--- src/rtl/adder_sequencer_pkg.sv ---
// Shared constants, FSM encoding and index sizing for the multi-word adder sequencer.
// Latency: none (declarations only).
// Backpressure: not applicable.
package adder_sequencer_pkg;

    // Width of the external look-ahead adder; every slice matches it.
    localparam int WORD_WIDTH = 16;

    typedef enum logic [1:0] {
        ST_IDLE = 2'd0,
        ST_RUN  = 2'd1,
        ST_DONE = 2'd2
    } state_t;

    // Bits needed to address every slice; at least one bit so the counter is never zero-width.
    function automatic int index_width(input int num_words);
        return (num_words > 1) ? $clog2(num_words) : 1;
    endfunction

endpackage

--- src/rtl/multi_word_adder_sequencer_if.sv ---
// Request/result handshake plus the slice bus toward the external 16-bit adder.
// Latency: wires only.
// Backpressure: Ready_Out gates Start_In; the slice bus has no flow control.
interface multi_word_adder_sequencer_if #(
    parameter int NUM_WORDS = 4
);
    localparam int OPERAND_WIDTH = adder_sequencer_pkg::WORD_WIDTH * NUM_WORDS;
    localparam int WW            = adder_sequencer_pkg::WORD_WIDTH;

    logic                     Start_In;
    logic                     Ready_Out;
    logic [OPERAND_WIDTH-1:0] Data_A_In;
    logic [OPERAND_WIDTH-1:0] Data_B_In;
    logic                     Carry_In;
    logic                     Slice_Enable_Out;
    logic [WW-1:0]            Slice_A_Out;
    logic [WW-1:0]            Slice_B_Out;
    logic                     Slice_Carry_Out;
    logic [WW-1:0]            Slice_Sum_In;
    logic                     Slice_Carry_In;
    logic [OPERAND_WIDTH-1:0] Sum_Out;
    logic                     Carry_Out;
    logic                     Overflow_Out;
    logic                     Done_Out;

    // Sequencer side.
    modport slave (
        input  Start_In, Data_A_In, Data_B_In, Carry_In, Slice_Sum_In, Slice_Carry_In,
        output Ready_Out, Slice_Enable_Out, Slice_A_Out, Slice_B_Out, Slice_Carry_Out,
               Sum_Out, Carry_Out, Overflow_Out, Done_Out
    );

    // Requester plus adder side.
    modport master (
        output Start_In, Data_A_In, Data_B_In, Carry_In, Slice_Sum_In, Slice_Carry_In,
        input  Ready_Out, Slice_Enable_Out, Slice_A_Out, Slice_B_Out, Slice_Carry_Out,
               Sum_Out, Carry_Out, Overflow_Out, Done_Out
    );

endinterface

--- src/rtl/word_slice_mux.sv ---
// Selects one WORD_WIDTH slice of a full-width operand by slice index.
// Latency: combinational.
// Backpressure: none.
module word_slice_mux
    import adder_sequencer_pkg::*;
#(
    parameter int NUM_WORDS = 4,
    parameter int IDX_W     = 2
) (
    input  logic [WORD_WIDTH*NUM_WORDS-1:0] operand,
    input  logic [IDX_W-1:0]                index,
    output logic [WORD_WIDTH-1:0]           slice
);

    // Compare against every constant slice position; out-of-range index yields zero.
    always_comb begin
        slice = '0;
        for (int w = 0; w < NUM_WORDS; w++) begin
            if (index == IDX_W'(w)) begin
                slice = operand[w*WORD_WIDTH +: WORD_WIDTH];
            end
        end
    end

endmodule

--- src/rtl/multi_word_adder_sequencer.sv ---
// Adds two NUM_WORDS-slice operands one slice per cycle through an external 16-bit adder.
// Latency: Done_Out NUM_WORDS+1 cycles after the accepting edge; one op per NUM_WORDS+2 cycles.
// Backpressure: Ready_Out high only in IDLE; Start_In outside IDLE is dropped, not queued.
module multi_word_adder_sequencer
    import adder_sequencer_pkg::*;
#(
    parameter int NUM_WORDS = 4
) (
    input  logic                        Clock_In,
    input  logic                        Reset_In,
    multi_word_adder_sequencer_if.slave bus
);

    localparam int              OPERAND_WIDTH = WORD_WIDTH * NUM_WORDS;
    localparam int              IDX_W         = index_width(NUM_WORDS);
    localparam logic [IDX_W-1:0] LAST_IDX     = IDX_W'(NUM_WORDS - 1);

    state_t                   state;
    state_t                   state_nxt;
    logic [IDX_W-1:0]         idx;
    logic [OPERAND_WIDTH-1:0] op_a;
    logic [OPERAND_WIDTH-1:0] op_b;
    logic [OPERAND_WIDTH-1:0] sum_r;
    logic                     carry_w;
    logic                     carry_out_r;
    logic                     ovf_r;
    logic                     accept;
    logic                     step;
    logic                     last_step;
    logic [WORD_WIDTH-1:0]    slice_a;
    logic [WORD_WIDTH-1:0]    slice_b;
    logic                     in_run;

    // State register; async reset aborts any operation in flight.
    always_ff @(posedge Clock_In or posedge Reset_In) begin
        if (Reset_In) begin
            state <= ST_IDLE;
        end else begin
            state <= state_nxt;
        end
    end

    // Next-state decode plus the per-cycle datapath strobes.
    always_comb begin
        state_nxt = state;
        accept    = 1'b0;
        step      = 1'b0;
        last_step = 1'b0;
        case (state)
            ST_IDLE: begin
                if (bus.Start_In) begin
                    accept    = 1'b1;
                    state_nxt = ST_RUN;
                end
            end
            ST_RUN: begin
                step = 1'b1;
                if (idx == LAST_IDX) begin
                    last_step = 1'b1;
                    state_nxt = ST_DONE;
                end
            end
            ST_DONE: begin
                state_nxt = ST_IDLE;
            end
            default: begin
                state_nxt = ST_IDLE;
            end
        endcase
    end

    // Operand latch, slice counter, carry chain and result capture.
    always_ff @(posedge Clock_In or posedge Reset_In) begin
        if (Reset_In) begin
            op_a        <= '0;
            op_b        <= '0;
            sum_r       <= '0;
            idx         <= '0;
            carry_w     <= 1'b0;
            carry_out_r <= 1'b0;
            ovf_r       <= 1'b0;
        end else if (accept) begin
            op_a        <= bus.Data_A_In;
            op_b        <= bus.Data_B_In;
            carry_w     <= bus.Carry_In;
            idx         <= '0;
            carry_out_r <= 1'b0;
            ovf_r       <= 1'b0;
        end else if (step) begin
            for (int w = 0; w < NUM_WORDS; w++) begin
                if (idx == IDX_W'(w)) begin
                    sum_r[w*WORD_WIDTH +: WORD_WIDTH] <= bus.Slice_Sum_In;
                end
            end
            carry_w <= bus.Slice_Carry_In;
            if (last_step) begin
                // Index parks on the top slice; the next accept rewinds it.
                carry_out_r <= bus.Slice_Carry_In;
                ovf_r       <= (op_a[OPERAND_WIDTH-1] == op_b[OPERAND_WIDTH-1]) &&
                               (bus.Slice_Sum_In[WORD_WIDTH-1] != op_a[OPERAND_WIDTH-1]);
            end else begin
                idx <= idx + IDX_W'(1);
            end
        end
    end

    word_slice_mux #(
        .NUM_WORDS (NUM_WORDS),
        .IDX_W     (IDX_W)
    ) u_mux_a (
        .operand (op_a),
        .index   (idx),
        .slice   (slice_a)
    );

    word_slice_mux #(
        .NUM_WORDS (NUM_WORDS),
        .IDX_W     (IDX_W)
    ) u_mux_b (
        .operand (op_b),
        .index   (idx),
        .slice   (slice_b)
    );

    // The adder only sees live operands while enabled; elsewhere the slice bus rests at zero.
    assign in_run               = (state == ST_RUN);
    assign bus.Ready_Out        = (state == ST_IDLE);
    assign bus.Slice_Enable_Out = in_run;
    assign bus.Slice_A_Out      = in_run ? slice_a : '0;
    assign bus.Slice_B_Out      = in_run ? slice_b : '0;
    assign bus.Slice_Carry_Out  = in_run & carry_w;
    assign bus.Sum_Out          = sum_r;
    assign bus.Carry_Out        = carry_out_r;
    assign bus.Overflow_Out     = ovf_r;
    assign bus.Done_Out         = (state == ST_DONE);

endmodule

--- src/flat_wrapper.sv ---
// flat-port wrapper written by rule: the top's interface ports become plain ports
module multi_word_adder_sequencer_flat import adder_sequencer_pkg::*;
#(
    parameter int NUM_WORDS = 4
)
  (Clock_In, Reset_In, bus_Start_In, bus_Data_A_In, bus_Data_B_In, bus_Carry_In, bus_Slice_Sum_In, bus_Slice_Carry_In, bus_Ready_Out, bus_Slice_Enable_Out, bus_Slice_A_Out, bus_Slice_B_Out, bus_Slice_Carry_Out, bus_Sum_Out, bus_Carry_Out, bus_Overflow_Out, bus_Done_Out);
  multi_word_adder_sequencer_if #(.NUM_WORDS(NUM_WORDS)) bus_i ();
  input  logic Clock_In;
  input  logic Reset_In;
  input wire logic [$bits(bus_i.Start_In)-1:0] bus_Start_In;
  input wire logic [$bits(bus_i.Data_A_In)-1:0] bus_Data_A_In;
  input wire logic [$bits(bus_i.Data_B_In)-1:0] bus_Data_B_In;
  input wire logic [$bits(bus_i.Carry_In)-1:0] bus_Carry_In;
  input wire logic [$bits(bus_i.Slice_Sum_In)-1:0] bus_Slice_Sum_In;
  input wire logic [$bits(bus_i.Slice_Carry_In)-1:0] bus_Slice_Carry_In;
  output wire logic [$bits(bus_i.Ready_Out)-1:0] bus_Ready_Out;
  output wire logic [$bits(bus_i.Slice_Enable_Out)-1:0] bus_Slice_Enable_Out;
  output wire logic [$bits(bus_i.Slice_A_Out)-1:0] bus_Slice_A_Out;
  output wire logic [$bits(bus_i.Slice_B_Out)-1:0] bus_Slice_B_Out;
  output wire logic [$bits(bus_i.Slice_Carry_Out)-1:0] bus_Slice_Carry_Out;
  output wire logic [$bits(bus_i.Sum_Out)-1:0] bus_Sum_Out;
  output wire logic [$bits(bus_i.Carry_Out)-1:0] bus_Carry_Out;
  output wire logic [$bits(bus_i.Overflow_Out)-1:0] bus_Overflow_Out;
  output wire logic [$bits(bus_i.Done_Out)-1:0] bus_Done_Out;
  assign bus_i.Start_In = bus_Start_In;
  assign bus_i.Data_A_In = bus_Data_A_In;
  assign bus_i.Data_B_In = bus_Data_B_In;
  assign bus_i.Carry_In = bus_Carry_In;
  assign bus_i.Slice_Sum_In = bus_Slice_Sum_In;
  assign bus_i.Slice_Carry_In = bus_Slice_Carry_In;
  assign bus_Ready_Out = bus_i.Ready_Out;
  assign bus_Slice_Enable_Out = bus_i.Slice_Enable_Out;
  assign bus_Slice_A_Out = bus_i.Slice_A_Out;
  assign bus_Slice_B_Out = bus_i.Slice_B_Out;
  assign bus_Slice_Carry_Out = bus_i.Slice_Carry_Out;
  assign bus_Sum_Out = bus_i.Sum_Out;
  assign bus_Carry_Out = bus_i.Carry_Out;
  assign bus_Overflow_Out = bus_i.Overflow_Out;
  assign bus_Done_Out = bus_i.Done_Out;
  multi_word_adder_sequencer #(.NUM_WORDS(NUM_WORDS)) u_core (.Clock_In(Clock_In), .Reset_In(Reset_In), .bus(bus_i));
endmodule
--- config.mk ---
export PLATFORM = sky130hd
export DESIGN_NAME = multi_word_adder_sequencer_flat
export DESIGN_NICKNAME = d
export VERILOG_FILES = /design/src/rtl/adder_sequencer_pkg.sv /design/src/rtl/multi_word_adder_sequencer_if.sv /design/src/rtl/word_slice_mux.sv /design/src/rtl/multi_word_adder_sequencer.sv /design/src/flat_wrapper.sv
export SDC_FILE = /design/constraint.sdc
export NUM_CORES = 1
export LEC_CHECK = 0
export ABC_AREA = 0
export CORE_MARGIN = 4
export CORE_UTILIZATION = 35
export DETAILED_ROUTE_END_ITERATION = 12
export PLACE_DENSITY_LB_ADDON = 0.25
export REMOVE_ABC_BUFFERS = 1
export SETUP_SLACK_MARGIN = 0.4
export SLEW_MARGIN = 10
export SYNTH_ARGS = -nofsm -noshare
export SYNTH_HDL_FRONTEND = slang
export SYNTH_SLANG_ARGS = --single-unit
--- constraint.sdc ---
create_clock -name Clock_In -period 11.3 [get_ports Clock_In]
set_input_delay 2.26 -clock Clock_In [delete_from_list [all_inputs] [get_ports Clock_In]]
set_output_delay 2.26 -clock Clock_In [all_outputs]
set_load 0.01 [all_outputs]
## Word-level counts from Yosys, hierarchy flattened

Cells that the tools add are included.
Widths: inputs -> output; s select.

| storage, ports and cells | value |
|---|---|
| bits in registers | 199 |
| bits of input ports | 149 |
| output and inout port bits | 102 |
| logic and storage cells | 65 |

| operators by class | value |
|---|---|
| $add $sub $neg | 1 |
| eq/ne operators | 10 |
| multiplexer cells | 29 |
| bitwise gates (word level) | 2 |
| reduce and logical (&&, ||, !) cells | 12 |

Operators by type and width:

| cell | count |
|---|---|
| $mux 16 | 10 |
| $mux 1 | 13 |
| $reduce_and 3->1 | 4 |
| $mux 2 | 5 |
| $eq 2x2->1 const B | 3 |
| $reduce_and 2->1 | 3 |
| $eq 2x1->1 const B | 2 |
| $logic_not 2->1 | 2 |
| $ne 2x2->1 const B | 2 |
| $pmux 2 s2 | 1 |
| $reduce_bool 2->1 | 2 |
| $add 2x1->2 const B | 1 |
| $ne 2x1->1 const B | 1 |
| $and 1x1->1 | 1 |
| $eq 1x1->1 | 1 |
| $logic_and 1x1->1 | 1 |
| $ne 1x1->1 | 1 |
| $not 1->1 | 1 |

## Longest topological paths before layout

Gate-level depths: netlist (run 1).

| depth | value |
|---|---|
| depth after elaboration | 6 |
| gate-level depth with buffers | 8 |
| depth with buffers taken out | 5 |

## Hierarchy

Synthesis (run 1) repeated with hierarchy kept, for this count alone.

| unflattened totals | value |
|---|---|
| cells, all modules | 520 |
| area, all modules | 8728.4 µm² |

By module, submodules not included:

| module | times used | cells an instance | area each (µm²) | seq. area each (µm²) |
|---|---|---|---|---|
| multi_word_adder_sequencer | 1 | 480 | 7880.1 | 4979.8 |
| word_slice_mux | 2 | 20 | 424.2 | 0.0 |

## Least setup slack after synthesis (run 1)

Ideal clock, no wire load.

| timing | value |
|---|---|
| path kind | register to output |
| from | register u_core.idx[0] |
| to | output bus_Slice_B_Out[10] |
| data arrival time | 1.704 ns |
| required time | 9.040 ns |
| slack | 7.336 ns |
| stages on the path, launching flop included | 9 |
| buffers on the path | 3 |
| cell sequence | dfrtp_1 inv_1 ha_1 buf_2 nor2b_1 clkbuf_2 buf_2 a221oi_1 o31ai_1 |

| between the ends | value |
|---|---|
| cells in the longest elaborated chain, start to end | 6 |
| elaborated cells between the ends (all ways) | 9 |
| those cells by class | eq/ne (3); mux (5); reduce/logical (1) |

RTL lines:

| item | RTL line | text |
|---|---|---|
| start, declared | multi_word_adder_sequencer.sv:20 | `logic [IDX_W-1:0] idx;` |
| start signal, assigned | multi_word_adder_sequencer.sv:102 | `idx <= idx + IDX_W'(1);` |
| $logic_not 2->1 | word_slice_mux.sv:19 | `if (index == IDX_W'(w)) begin` |
| $mux 16 (3 in series) | word_slice_mux.sv:19 |  |
| $mux 16 (*) | word_slice_mux.sv:19 |  |
| $mux 16 (*) | multi_word_adder_sequencer.sv:130 | `assign bus.Slice_B_Out = in_run ? slice_b : '0;` |
| end, declared | flat_wrapper.sv:19 | `output wire logic [$bits(bus_i.Slice_B_Out)-1:0] bus_Slice_B_Out;` |

Every way passes the cells marked *; elsewhere a longest branch is shown, timed or not.

## Worst setup path in the final report (run 1)

| timing | value |
|---|---|
| from | register u_core.idx[0] |
| to | output bus_Slice_A_Out[1] |

| between the ends | value |
|---|---|
| cells in the longest elaborated chain, start to end | 6 |
| elaborated cells between the ends (all ways) | 9 |
| those cells by class | eq/ne (3); mux (5); reduce/logical (1) |

RTL lines:

| item | RTL line | text |
|---|---|---|
| $logic_not 2->1 | word_slice_mux.sv:19 |  |
| $mux 16 (3 in series) | word_slice_mux.sv:19 |  |
| $mux 16 (*) | word_slice_mux.sv:19 |  |
| $mux 16 (*) | multi_word_adder_sequencer.sv:129 | `assign bus.Slice_A_Out = in_run ? slice_a : '0;` |
| end, declared | flat_wrapper.sv:18 | `output wire logic [$bits(bus_i.Slice_A_Out)-1:0] bus_Slice_A_Out;` |

Marks and branches as above.

==> run summary, run 1 <==
status: complete, no violations
Core Footprint: 23750 sq um
Post-CTS Setup Inserts: 0
Cell variety after synth: 30
pin count of the biggest net entering global routing: 122
gpl congestion: 0.7402
complex-gate fraction of the synthesized area: 0.08392
Synth Area in Simple Gates: 0.04327
sequential fraction of the synthesis area: 0.5819
Die ar.: 27020 sq um
post-route minimum period: 5.641 ns
via count: 5903
worst-path fanout max: 34
Worst setup SP type: flop
CTS tree: done
overall power: 3.468 mW
fin util: 0.4993
row count: 56
Post-Route WL: 22970 um
WP data arrival: 3.38 ns
DR iter-0 viols: 293
initial antenna violation count: 1
FFs w/ async S/R, synth: 1.000
fmax: 177.3 MHz
xor/xnor cell area share of the yosys netlist: 0
initial core utilization: 0.3603
gr usage total: 0.1717
kind of critical path: flop to output port
Adder-Cell Fraction of Synth Area: 0.005848
relative max-transition margin: 0.2266
cell taking the most area after synthesis: dfrtp_1
combinational family with the most area after synthesis: multiplexers
nets@finish: 1003
CTS HTree Levels: 4
total negative slack: 0 ns
gr ovfl total: 0
CP endpoint kind: output port
Fillers: 2098
mux cell area share after synthesis: 0.2539
max-slew violations: 0
Post-synth EDFFs: 0
Clock Path Buffers: 2
skew final: 0.008916 ns
chip height: 164.4 um
Worst Hold Class: flop to flop
CTS buffer count: 17
Vias/cell: 4.998
fin crit share: 0.4992
DIE WIDTH: 164.4 um
worst path required time: 9.04 ns
Setup-failing EPs final: 0
port bufs: 250
Avg WL per Cell: 19.45 um
I/O Pins: 251
dpl hpwl: 15280 um
worst vdd rail ir drop: 0.0001311 V
number of global-route vias before repair: 6354
share of layout cells above drive strength 1: 0.2021
Slew @ Worst Pin: 1.159 ns
Synth top area share: 0.5819
clock-pin slew reported for the worst setup and hold paths after clock tree synthesis: 0.07 ns
Gate Count Post-Synth: 621
later-pin clock latency in the skew report: 0.43 ns
Synth area leaders: dfrtp_1 (58%), mux2_2 (17%), mux2_1 (8.7%)
router iterations before antenna repair: 4
# DRC: 0
PwrDens: 292.4 nW/um^2
Fin. Hold Viols: 0
Post-Syn Area per Cell: 13.78 sq um
max capacitance violation total: 0
area added between synthesis and finish: 38.58%
Pleak: 4.711 nW
global-route wire length before repair: 35980 um
#FFs+latches synth: 199
synth warn: 0
DRT antenna net count: 0
top_reg_cell synth: dfrtp_1
Mapped Area: 8558 sq um
number of clock sinks: 199
RSZ-0062 raised after global routing: false
clock root buffer: clkbuf_16
PostCTS Resize Cnt: 0
hold buffer count at CTS: 0
[layout by cell type (no fill, tap or decap), types with 9 or more instances in the layout]
master             n
o21ai_0           34
buf_4              9
dfrtp_1          199
clkbuf_16         17
mux2_1            66
mux2_2           127
nor2b_1           18
clkdlybuf4s50_1  250
nand3_1           31
o31ai_1           30
a221oi_1          32
[critical path, cell delays in order (launching register included)]
cell             delay (ns)
dfrtp_1                0.41
inv_1                  0.08
ha_1                   0.19
buf_4                  0.27
inv_1                  0.89
o21ai_0                0.17
o31ai_1                0.33
clkdlybuf4s50_1        0.61
[Yosys cell counts, types with 2 or more instances]
library cell and number:
buf_2 14, buf_1 3, dfrtp_1 199, ha_1 4
mux2_1 66, clkbuf_1 21, o32ai_1 2, mux2_2 127
nor2b_1 18, inv_1 6, nand2_2 3, a221oi_1 32
a21oi_1 2, o21ai_0 34, nand3_1 31, nor2_1 3
buf_4 10, o31ai_1 30, nand2_1 5
[power breakdown]
group	internal, mW	total, mW	switching [mW]
Sequential	1.08	1.26	0.178
Clock	0.294	0.578	0.284
Combinational	0.895	1.63	0.737
Total	2.27	3.47	1.20
[kinds of logic after synthesis]
logic type / after synthesis
DFF: 199
muxes: 193
AOI/OAI and AO/OA: 102
and+or+nand+nor: 67
buffers and inverters: 56
adders and majority gates: 4
[per-layer routing]
| metal | track usage | up-vias | part of all wire |
|---|---|---|---|
| met3 | 0.07038 | 12 | 0.10 |
| met5 | 0 | - | 0.00057 |
| met4 | 0.03062 | 2 | 0.0048 |
| met2 | 0.2685 | 211 | 0.45 |
| li1 | - | 2741 | - |
| met1 | 0.2288 | 2937 | 0.45 |
[final cells by class]
type / count / area, sq um / area share
Inverter: 7 / 33.78 / 0.002848
Clock buffer: 18 / 439.2 / 0.03703
Sequential cell: 199 / 4980 / 0.4199
Timing Repair Buffer: 259 / 2570 / 0.2167
Clock inverter: 12 / 112.6 / 0.009495
Tap cell: 319 / 399.1 / 0.03365
Multi-Input combinational cell: 366 / 3323 / 0.2802
Antenna cell: 1 / 2.502 / 0.0002110
[state kept, by name, summed over array words and instances (netlist names)]
signal and cells:
u_core.state 2, u_core.op_a 64, u_core.idx 2, u_core.bus.Carry_Out 1, u_core.op_b 64, u_core.bus.Overflow_Out 1
u_core.bus.Sum_Out 64, u_core.carry_w 1
[final timing paths]
kind | depth (start not counted) | slack (ns) | endpoint | from
worst min-delay path | 1 | 0.48 | u_core.op_a[35] | u_core.op_a[35]
worst max register to register | 4 | 8.76 | u_core.bus.Sum_Out[17] | u_core.idx[1]
max in group asynchronous | 3 | 7.41 | u_core.op_b[48] | Reset_In
worst max-delay path | 7 | 5.66 | bus_Slice_A_Out[1] | u_core.idx[0]
worst min register to register | 1 | 0.48 | u_core.op_a[35] | u_core.op_a[35]
min in group asynchronous | 2 | 2.38 | u_core.bus.Sum_Out[30] | Reset_In
[metrics by stage]
| step | setup slack (ns) | hold slack [ns] | instance area (sq um) | instances |
|---|---|---|---|---|
| after global placement | 6.097 | 0.4644 | 11310 | 1150 |
| after global routing | 5.376 | 0.4934 | 11860 | 1180 |
| after CTS | 5.528 | 0.4868 | 11860 | 1180 |
| after detailed placement | 6.000 | 0.4695 | 11310 | 1150 |
| final | 5.659 | 0.4828 | 11860 | 1181 |
| after floorplan | 3.159 | 0.4527 | 8318 | 572 |
(Power assumes the default switching activity.)
==> run 2: changes to the inputs <==
==> constraint.sdc (replaced) <==
create_clock -name Clock_In -period 4.9 [get_ports Clock_In]
set_input_delay 0.98 -clock Clock_In [delete_from_list [all_inputs] [get_ports Clock_In]]
set_output_delay 0.98 -clock Clock_In [all_outputs]
set_load 0.01 [all_outputs]
==> run summary, run 2 (synthesis results as in run 1) <==
Min-Delay Endpoint: u_core.op_a[47]
Clock Path Buffers: 2 (unchanged)
DRT antenna net count: 0 (unchanged)
fmax: 247.9 MHz
CTS HTree Levels: 4 (unchanged)
Slew @ Worst Pin: 0.9648 ns (-0.1941 ns)
relative max-transition margin: 0.3561 (+0.1295)
gr usage total: 0.1738 (+0.002125)
final setup margin: 0.8664 ns (-4.793 ns)
gr ovfl total: 0 (unchanged)
max-slew violations: 0 (unchanged)
area added between synthesis and finish: 39.53%
later-pin clock latency in the skew report: 0.44 ns (about the same)
PostCTS Resize Cnt: 0 (unchanged)
RSZ-0062 raised after global routing: false
Setup-failing EPs final: 0 (unchanged)
clock root buffer: clkbuf_16
max capacitance violation total: 0 (unchanged)
CTS tree: done
worst vdd rail ir drop: 0.0003697 V (+180%)
share of layout cells above drive strength 1: 0.2065 (+0.004368)
hold buffer count at CTS: 0 (unchanged)
hold_sp: u_core.op_a[47]
status: complete, no violations
global-route wire length before repair: 36310 um (+0.92%)
number of clock sinks: 199 (unchanged)
chip height: 164.4 um (unchanged)
WP data arrival: 3.05 ns (-0.33 ns)
PwrDens: 677.8 nW/um^2 (+130%)
dpl hpwl: 15680 um (+2.6%)
R2R Path Start: u_core.state[1]
kind of critical path: flop to output port
M1 wire length: 10400 um (+1.5%)
routed wl met2: 10440 um (+2.1%)
post-route minimum period: 4.034 ns
Fin. Hold Viols: 0 (unchanged)
Highest Signal Layer: met5
Worst setup SP type: flop
clock-pin slew reported for the worst setup and hold paths after clock tree synthesis: 0.07 ns (about the same)
Setup Slack @ Placement: 1.243 ns (-4.757 ns)
DIE WIDTH: 164.4 um (unchanged)
via count: 5958 (+0.93%)
Post-Route WL: 23390 um (+1.8%)
router iterations before antenna repair: 4 (unchanged)
hold_ws: 0.4860 ns (+0.003196 ns)
Avg WL per Cell: 19.69 um (+1.2%)
R2R Setup Slk: 2.59 ns (-6.17 ns)
CTS buffer count: 17 (unchanged)
# DRC: 0 (unchanged)
I/O Pins: 251 (unchanged)
nets@finish: 1007 (+0.40%)
initial antenna violation count: 1 (unchanged)
hold depth: 1 (unchanged)
commonest cells after routing, fill and taps aside: clkdlybuf4s50_1 (250), dfrtp_1 (199), mux2_2 (127)
r2r worst-path depth: 4 (unchanged)
number of global-route vias before repair: 6315 (-0.61%)
skew final: 0.01216 ns (+0.003244 ns)
worst-path fanout max: 9 (-74%)
Pleak: 4.757 nW (+0.96%)
gpl congestion: 0.7289 (-1.5%)
commonest non-fill, non-tap cell in the layout: clkdlybuf4s50_1
CP endpoint kind: output port
Met3 Wirelength: 2373 um (-0.13%)
port bufs: 250 (unchanged)
Vias/cell: 5.015 (+0.34%)
pin count of the biggest net entering global routing: 124 (+1.6%)
row count: 56 (unchanged)
worst path required time: 3.92 ns (-5.12 ns)
DR iter-0 viols: 379 (+29%)
initial core utilization: 0.3603 (unchanged)
fin crit share: 0.8232
Worst Hold Class: flop to flop
RR Endpoint: u_core.bus.Sum_Out[27]
Core Footprint: 23750 sq um (unchanged)
Die ar.: 27020 sq um (unchanged)
Post-CTS Setup Inserts: 0 (unchanged)
==> run 2: cell type report <==
| type | instances | area (sq um) |
|---|---|---|
| Antenna cell | 2 | 5.005 |
| Clock buffer | 19 | 442.9 |
| Clock inverter | 13 | 132.6 |
| Fill cell | 2126 | 11810 |
| Inverter | 7 | 33.78 |
| Multi-Input combinational cell | 366 | 3323 |
| Sequential cell | 199 | 4980 |
| Tap cell | 319 | 399.1 |
| Timing Repair Buffer | 263 | 2625 |
==> run 2: worst max-delay path by stage <==
stage	from	endpoint	cells past startpoint
2_1_floorplan	bus_Start_In	u_core.idx[0]	3
3_3_place_gp	u_core.idx[0]	bus_Slice_A_Out[2]	7
3_5_place_dp	u_core.idx[0]	bus_Slice_A_Out[10]	7
4_1_cts	u_core.idx[0]	bus_Slice_A_Out[10]	7
5_1_grt	u_core.idx[1]	bus_Slice_B_Out[0]	7
6_report	u_core.idx[0]	bus_Slice_B_Out[0]	7
==> run 2: critical path: stages (launching register included) <==
cell	delay [ns]
dfrtp_1	0.43
inv_1	0.10
ha_1	0.16
nor2b_1	0.57
buf_4	0.30
a221oi_1	0.10
o31ai_1	0.36
clkdlybuf4s50_1	0.61
==> run 2: report_power, final <==
part | switching (mW) | leakage [nW] | internal, mW
combinational | 1.71 | 2.13 | 2.09
clock | 0.685 | 0.285 | 0.693
sequential | 0.428 | 2.34 | 2.49
total | 2.82 | 4.76 | 5.27
==> run 2: through the flow <==
stage               cells  setup TNS, ns  power, mW  area (sq um)  utilization
global placement     1154              0      6.734         11360       0.4783
global route         1186              0      8.678         11940       0.5025
detailed placement   1154              0      6.800         11360       0.4783
finish               1188              0      8.094         11940       0.5027
CTS                  1186              0      8.224         11940       0.5025
floorplan             572        -544.36      4.981          8318            -
==> run 2: per-layer routing <==
metal,vias up,global-route usage
met2,211,0.2726
li1,2754,-
met5,-,0
met1,2978,0.2271
met3,13,0.07287
met4,2,0.03743
